File: config.mk
export PLATFORM = sky130hd
export DESIGN_NAME = fetch_stage
export DESIGN_NICKNAME = d
export VERILOG_FILES = /design/src/rtl/fetch_stage.sv
export SDC_FILE = /design/constraint.sdc
export NUM_CORES = 1
export LEC_CHECK = 0
export BUFFER_PORTS_ARGS = -buffer_cell sky130_fd_sc_hd__buf_4
export CAP_MARGIN = 20
export CORE_ASPECT_RATIO = 1.2
export CORE_MARGIN = 3
export CORE_UTILIZATION = 40
export CTS_BUF_LIST = sky130_fd_sc_hd__clkbuf_4 sky130_fd_sc_hd__clkbuf_8
export DETAILED_ROUTE_END_ITERATION = 6
export GPL_ROUTABILITY_DRIVEN = 0
export GPL_TIMING_DRIVEN = 1
export SKIP_CTS_REPAIR_TIMING = 1
export SLEW_MARGIN = 20
export SYNTH_ARGS = -nofsm -noshare
export SYNTH_HDL_FRONTEND = slang
export SYNTH_SLANG_ARGS = --single-unit
File: constraint.sdc
create_clock -name clk -period 2.4 [get_ports clk]
set_input_delay 0.24 -clock clk [delete_from_list [all_inputs] [get_ports clk]]
set_output_delay 0.24 -clock clk [all_outputs]
set_load 0.05 [all_outputs]
File: src/rtl/fetch_stage.sv
// Instruction-fetch stage: owns the PC, issues one imem request at a time and feeds the IF/ID register.
// Optional build macro FETCH_PERF_CNT_EN adds saturating fetch/bubble counters.
module fetch_stage #(
    parameter int ADDR_W   = 32,
    parameter int PC_STEP  = 4,
    parameter int RESET_PC = 0
) (
    input  logic              clk,
    input  logic              rst,
    input  logic              stall,
    input  logic              branch_taken,
    input  logic [ADDR_W-1:0] branch_target,
    output logic              imem_req,
    output logic [ADDR_W-1:0] imem_addr,
    input  logic              imem_ready,
    input  logic [31:0]       imem_rdata,
    output logic [ADDR_W-1:0] pc_out,
    output logic [31:0]       instruction,
`ifdef FETCH_PERF_CNT_EN
    output logic [31:0]       fetch_count,
    output logic [31:0]       bubble_count,
`endif
    output logic              valid
);

    localparam logic [ADDR_W-1:0] STEP_C  = ADDR_W'(PC_STEP);
    localparam logic [ADDR_W-1:0] RST_PC_C = ADDR_W'(RESET_PC);

    typedef enum logic [1:0] {
        ST_BOOT  = 2'd0,
        ST_FETCH = 2'd1,
        ST_HOLD  = 2'd2
    } state_t;

    state_t            state_r;
    state_t            state_nxt_s;
    logic              req_r;
    logic              req_nxt_s;

    logic [ADDR_W-1:0] pc_r,       pc_nxt_s;
    logic [ADDR_W-1:0] pc_out_r,   pc_out_nxt_s;
    logic [31:0]       instr_r,    instr_nxt_s;
    logic              valid_r,    valid_nxt_s;
    logic              valid_ld_s;
    logic [ADDR_W-1:0] hold_pc_r,  hold_pc_nxt_s;
    logic [31:0]       hold_instr_r, hold_instr_nxt_s;
    logic              hold_full_r, hold_full_nxt_s;

    // State register; imem_req is registered alongside so it leaves a flop.
    always_ff @(posedge clk or negedge rst) begin
        if (!rst) begin
            state_r <= ST_BOOT;
            req_r   <= 1'b0;
        end else begin
            state_r <= state_nxt_s;
            req_r   <= req_nxt_s;
        end
    end

    // Next-state logic; a redirect always lands in FETCH, even from BOOT or HOLD.
    always_comb begin
        state_nxt_s = state_r;
        if (branch_taken) begin
            state_nxt_s = ST_FETCH;
        end else begin
            case (state_r)
                ST_BOOT:  state_nxt_s = ST_FETCH;
                ST_FETCH: state_nxt_s = (imem_ready && stall) ? ST_HOLD : ST_FETCH;
                ST_HOLD:  state_nxt_s = stall ? ST_HOLD : ST_FETCH;
                default:  state_nxt_s = ST_BOOT;
            endcase
        end
    end

    // Output decode, computed one cycle early so the request comes straight from a flop.
    always_comb begin
        req_nxt_s = 1'b0;
        case (state_nxt_s)
            ST_FETCH: req_nxt_s = 1'b1;
            ST_BOOT:  req_nxt_s = 1'b0;
            ST_HOLD:  req_nxt_s = 1'b0;
            default:  req_nxt_s = 1'b0;
        endcase
    end

    // Datapath: PC advance, output capture, hold buffer and flush.
    always_comb begin
        pc_nxt_s         = pc_r;
        pc_out_nxt_s     = pc_out_r;
        instr_nxt_s      = instr_r;
        valid_nxt_s      = valid_r;
        valid_ld_s       = 1'b0;
        hold_pc_nxt_s    = hold_pc_r;
        hold_instr_nxt_s = hold_instr_r;
        hold_full_nxt_s  = hold_full_r;
        if (branch_taken) begin
            pc_nxt_s        = branch_target;
            instr_nxt_s     = 32'h0000_0000;
            valid_nxt_s     = 1'b0;
            valid_ld_s      = 1'b1;
            hold_full_nxt_s = 1'b0;
        end else begin
            case (state_r)
                ST_FETCH: begin
                    if (imem_ready) begin
                        pc_nxt_s = pc_r + STEP_C;
                        if (stall) begin
                            hold_pc_nxt_s    = pc_r;
                            hold_instr_nxt_s = imem_rdata;
                            hold_full_nxt_s  = 1'b1;
                        end else begin
                            pc_out_nxt_s = pc_r;
                            instr_nxt_s  = imem_rdata;
                            valid_nxt_s  = 1'b1;
                            valid_ld_s   = 1'b1;
                        end
                    end else if (!stall) begin
                        instr_nxt_s = 32'h0000_0000;
                        valid_nxt_s = 1'b0;
                        valid_ld_s  = 1'b1;
                    end else begin
                        valid_ld_s = 1'b0;
                    end
                end
                ST_HOLD: begin
                    if (!stall) begin
                        pc_out_nxt_s    = hold_pc_r;
                        instr_nxt_s     = hold_instr_r;
                        valid_nxt_s     = 1'b1;
                        valid_ld_s      = 1'b1;
                        hold_full_nxt_s = 1'b0;
                    end else begin
                        valid_ld_s = 1'b0;
                    end
                end
                ST_BOOT: valid_ld_s = 1'b0;
                default: valid_ld_s = 1'b0;
            endcase
        end
    end

    // Datapath registers.
    always_ff @(posedge clk or negedge rst) begin
        if (!rst) begin
            pc_r         <= RST_PC_C;
            pc_out_r     <= {ADDR_W{1'b0}};
            instr_r      <= 32'h0000_0000;
            valid_r      <= 1'b0;
            hold_pc_r    <= {ADDR_W{1'b0}};
            hold_instr_r <= 32'h0000_0000;
            hold_full_r  <= 1'b0;
        end else begin
            pc_r         <= pc_nxt_s;
            pc_out_r     <= pc_out_nxt_s;
            instr_r      <= instr_nxt_s;
            hold_pc_r    <= hold_pc_nxt_s;
            hold_instr_r <= hold_instr_nxt_s;
            hold_full_r  <= hold_full_nxt_s;
            if (valid_ld_s) begin
                valid_r <= valid_nxt_s;
            end else begin
                valid_r <= valid_r;
            end
        end
    end

`ifdef FETCH_PERF_CNT_EN
    logic [31:0] fetch_cnt_r;
    logic [31:0] bubble_cnt_r;

    // Saturating event counters keyed on every load of the valid flag.
    always_ff @(posedge clk or negedge rst) begin
        if (!rst) begin
            fetch_cnt_r  <= 32'd0;
            bubble_cnt_r <= 32'd0;
        end else begin
            if (valid_ld_s && valid_nxt_s && (fetch_cnt_r != 32'hFFFF_FFFF)) begin
                fetch_cnt_r <= fetch_cnt_r + 32'd1;
            end
            if (valid_ld_s && !valid_nxt_s && (state_r != ST_BOOT) &&
                (bubble_cnt_r != 32'hFFFF_FFFF)) begin
                bubble_cnt_r <= bubble_cnt_r + 32'd1;
            end
        end
    end

    assign fetch_count  = fetch_cnt_r;
    assign bubble_count = bubble_cnt_r;
`endif

    assign imem_req    = req_r;
    assign imem_addr   = pc_r;
    assign pc_out      = pc_out_r;
    assign instruction = instr_r;
    assign valid       = valid_r;

endmodule

=== Yosys cells after proc, flatten, opt, wreduce, memory -nomap -nowiden ===
Cells that the tools add are included.

* Output and inout port bits: 98
* Register bits: 164
* Word-level logic and storage cells: 57
* Bits of input ports: 69

* Reduce and logical (&&, ||, !) cells: 12
* Bitwise operators: 1
* Equality and inequality tests: 9
* Multiplexer cells: 26
* Add/subtract/negate cells: 1

{| class="wikitable"
|+ Operator list
! operator !! number
|-
| $mux 32 || 11
|-
| $pmux 32 s2 || 2
|-
| $add 32x3->32 const B || 1
|-
| $mux 1 || 8
|-
| $mux 2 || 3
|-
| $ne 2x2->1 const B || 3
|-
| $ne 3x3->1 const B || 2
|-
| $pmux 2 s3 || 1
|-
| $reduce_and 3->1 || 2
|-
| $reduce_bool 2->1 || 3
|-
| $reduce_and 5->1 || 1
|-
| $eq 2x1->1 const B || 2
|-
| $ne 4x4->1 const B || 1
|-
| $reduce_and 4->1 || 1
|-
| $reduce_bool 3->1 || 1
|-
| $eq 2x2->1 const B || 1
|-
| $logic_not 2->1 || 1
|-
| $pmux 1 s2 || 1
|-
| $reduce_and 2->1 || 1
|-
| $reduce_or 2->1 || 1
|-
| $logic_and 1x1->1 || 1
|-
| $not 1->1 || 1
|}

=== Longest topological paths before layout ===
* Word-level depth: 6
* Gate-level depth with buffers: 9
* Depth with buffers taken out: 6

=== Least setup slack after synthesis ===
OpenSTA, ideal clock, no wires.

* Path kind: reg2reg
* Start: register pc_r[20] (netlist: imem_addr[20])
* End: register pc_r[30] (netlist: imem_addr[30])
* Setup time: 0.082 ns
* Required time: 2.318 ns
* Data arrival time: 2.050 ns
* Cell stages (with the launch flop): 6
* Buffers on the path: 1
* Clock period less this slack: 2.132 ns
* Slack: 0.268 ns
* Path through: dfrtp_1 > buf_2 > nand4_1 > or3_1 > or4_1 > a31oi_1

* Word-level cells in the longest chain between the ends: 4

{| class="wikitable"
|+ RTL lines
! item !! line !! source
|-
| from (decl) || 40 || <nowiki>logic [ADDR_W-1:0] pc_r, pc_nxt_s;</nowiki>
|-
| from (signal assigned) || 153 || <nowiki>pc_r <= pc_nxt_s;</nowiki>
|-
| $add 32x3->32 || 106 || <nowiki>pc_nxt_s = pc_r + STEP_C;</nowiki>
|-
| $mux 32 || 105 || <nowiki>if (imem_ready) begin</nowiki>
|-
| $mux 32 || 103 || <nowiki>case (state_r)</nowiki>
|-
| $mux 32 || 96 || <nowiki>if (branch_taken) begin</nowiki>
|}

No other way between the ends. The select of a mux whose other input is x is not followed.
A chain may end at the register's enable or synchronous reset.

=== Worst setup path after layout ===
* Start: register state_r[1]
* End: register pc_r[30] (netlist: imem_addr[30])

* Word-level cells in the longest chain between the ends: 3

{| class="wikitable"
|+ RTL lines
! item !! line !! source
|-
| from (decl) || 35 || <nowiki>state_t state_r;</nowiki>
|-
| from (signal assigned) || 55 || <nowiki>state_r <= state_nxt_s;</nowiki>
|-
| $eq 2x1->1 || 103 ||
|-
| $reduce_bool 2->1 (no source line) || n/a ||
|-
| $reduce_and 2->1 (no source line) || n/a ||
|}

No other way between the ends.

==> impl_metrics.csv <==
group,metric,value,unit
synth,netlist.area_leader.share,55.49,%
route,drtPass1Iterations,4,
critical_path,worstPathArrival,2.50,ns
critical_path,crit_required,2.76,ns
final_layout,seq_area,4104,um2
route,vias,5725,
critical_path,crit_buf_inv,1,
floorplan,die_area,20160,um2
timing,relSlewSlack,57.96,%
floorplan,die_h,155.0,um
critical_path,critical_path_class,"flip-flop to flip-flop",
final_layout,area_delta_synth_final,25.75,%
critical_path,cpMaxStageDelayCell,"or4_1",
timing,slew_violations,0,
critical_path,start_kind,"flip-flop",
power_and_ir_drop,ir_drop,0.0004157,V
run_status,status,"complete, but fails checks",
final_layout,layout_commonest_cell,"buf_4",
clock_network,cts.sinks,164,
route,drtIter0Drc,310,
final_layout,nets,890,
route,drt_wl_total,18.70,mm
min_path,hold_class,"primary input to flip-flop",
synth,ys_warn_count,0,
floorplan,start_util,41.46,%
timing,hold_slack,-0.004411,ns
synth,synth.avg_cell_area,11.21,um2
clock_network,cts_inserted_buffers,17,
timing,hold_viol,1,
clock_network,clk_pin_slew,0.08,ns
run_status,violations,"negative hold slack",
floorplan,fp-row-count,53,
synth,ys_async_sr_fraction,100.0,%
synth,syn-cell-area,7396,um2
synth,netlist-cell-type-count,39,
final_layout,drive_above_1_share,34.30,%
route,wl_per_cell,17.85,um
critical_path,end_kind,"flip-flop",
power_and_ir_drop,powerDensity,885.0,nW/um2
timing,min_period,2.146,ns
floorplan,core,17840,um2
route,via_per_inst,5.463,
final_layout,fillers,1599,
synth,synth-seq-cells,164,
power_and_ir_drop,total_leakage_power,4.123,nW
clock_network,clockBufferDepth,2,
global_routing,grt_max_degree,67,
final_layout,multi_input_area,3069,um2
critical_path,crit_family,"simple AND/OR/NAND/NOR gates",
critical_path,max_stage_delay,0.46,ns
timing,tns,0,ns
placed_design,portBuffers,166,
route,detail-route-antenna-nets,0,
placed_design,hpwl,12.83,mm
synth,synthTopCellsByArea,"dfrtp_1 55%, mux2_2 9.7%, mux2i_1 4.5%, o21ai_0 3.4%, a22oi_1 3.3%",
synth,synth_nets,735,
critical_path,path_max_fanout,10,
job,cap_violations,0,
global_routing,grt_pass1_vias,5836,
timing,setup_viol,0,
clock_network,root_buffer,"clkbuf_8",
timing,fmax,0.4660,GHz
timing,grt_setup_unrepaired,"no",
synth,synth_top_cell_by_area,"dfrtp_1",
floorplan,num_io_pins,167,
timing,finalCritPeriodShare,89.41,%
clock_network,cts_tree,"done",
route,remaining_drc_errors,0,
timing,clock_skew,0.005457,ns
synth,ys_seq_area_share,55.49,%
global_routing,antenna_found_initial,0,
global_routing,track_usage,19.00,%
clock_network,h-tree-depth,4,
timing,worst_pin_slew,0.6306,ns
floorplan,die_x,130.1,um
clock_network,worstSkewPairLatency,0.44,ns
final_layout,diodes,0,
synth,syn_inst,660,
synth,synth_edf_count,0,
final_layout,mostFrequentLayoutCells,"179 x buf_4, 164 x dfrtp_1, 64 x mux2_2, 61 x nand2_1, 50 x o21ai_0",
global_routing,grt_pass1_wl,30.43,mm
global_routing,overflow,0,
critical_path,crit_path_cell_trace,"inv_1 > ha_1 > and3_1 > nand2_1 > or4_1 > a31oi_1",
synth,synthFlopType,"dfrtp_1",
-- cell families after synthesis --
family / share of synthesized area, %
AO/OA/AOI/OAI: 13.35
AND/OR/NAND/NOR: 11.42
buffers and inverters: 3.333
adder cells (fa/ha/maj): 1.015
XOR/XNOR: 1.184
multiplexers: 14.21
flip-flops: 55.49
-- sequential cells by signal (all words and copies together) (netlist names) --
| name | cells |
|---|---|
| valid | 1 |
| imem_req | 1 |
| state_r | 2 |
| hold_instr_r | 32 |
| imem_addr | 32 |
| instruction | 32 |
| hold_pc_r | 32 |
| pc_out | 32 |
-- stage by stage --
stage	total power [mW]	std cells	worst slack, ns	utilization [%]	instance area [um2]
global route	8.689	1048	0.06414	52.14	9300
global placement	6.434	1009	0.3242	49.79	8881
detailed placement	6.515	1009	0.2446	49.79	8881
floorplan	5.559	660	0.2683	-	7396
CTS	8.314	1041	0.1921	51.74	9229
finish	8.230	1048	0.2543	52.14	9300
-- worst reg2reg max path, cell delays in order, from the launching register on --
cell	delay (ns)
dfrtp_1	0.43
inv_1	0.12
ha_1	0.23
and3_1	0.35
nand2_1	0.24
or4_1	0.46
a31oi_1	0.22
-- Yosys cell counts (12+ instances only) --
library cell  instances
a211oi_1             32
a22oi_1              33
a31oi_1              13
clkbuf_1             34
dfrtp_1             164
mux2_2               64
mux2i_1              33
nand2_1              61
nand3_1              12
nor2_1               50
o21ai_0              50
or4_1                12
-- layout make-up --
type,count,area share [%]
Sequential cell,164,44.13
Multi-Input combinational cell,437,33.00
Timing Repair Buffer,190,15.97
Clock buffer,23,3.135
Tap cell,220,2.960
Clock inverter,9,0.6054
Inverter,5,0.2018
-- worst paths after layout --
path	from	to	slack [ns]	depth (start not counted)
worst max register to register	state_r[1]	imem_addr[30]	0.25	6
worst min register to register	pc_out[15]	pc_out[15]	0.48	2
min in group asynchronous	rst	pc_out[24]	0.33	2
worst min-delay path	branch_target[2]	imem_addr[2]	-0.004	3
worst max-delay path	state_r[1]	imem_addr[30]	0.25	6
max in group asynchronous	rst	instruction[23]	1.31	3
-- routing by layer --
metal  global-route usage (%)  part of all wire (%)  vias to the layer above
met2                    31.03                    48                      160
met5                        0                     0                        -
met3                    6.216                   6.9                       20
met1                    23.98                    44                     2827
li1                         -                     -                     2718
met4                    5.743                   1.5                        0
-- where the power goes --
part,switching (mW),internal [mW]
sequential,0.395,3.37
clock,0.989,0.808
combinational,1.73,0.940
No activity file was read; power rests on OpenSTA's default activity.
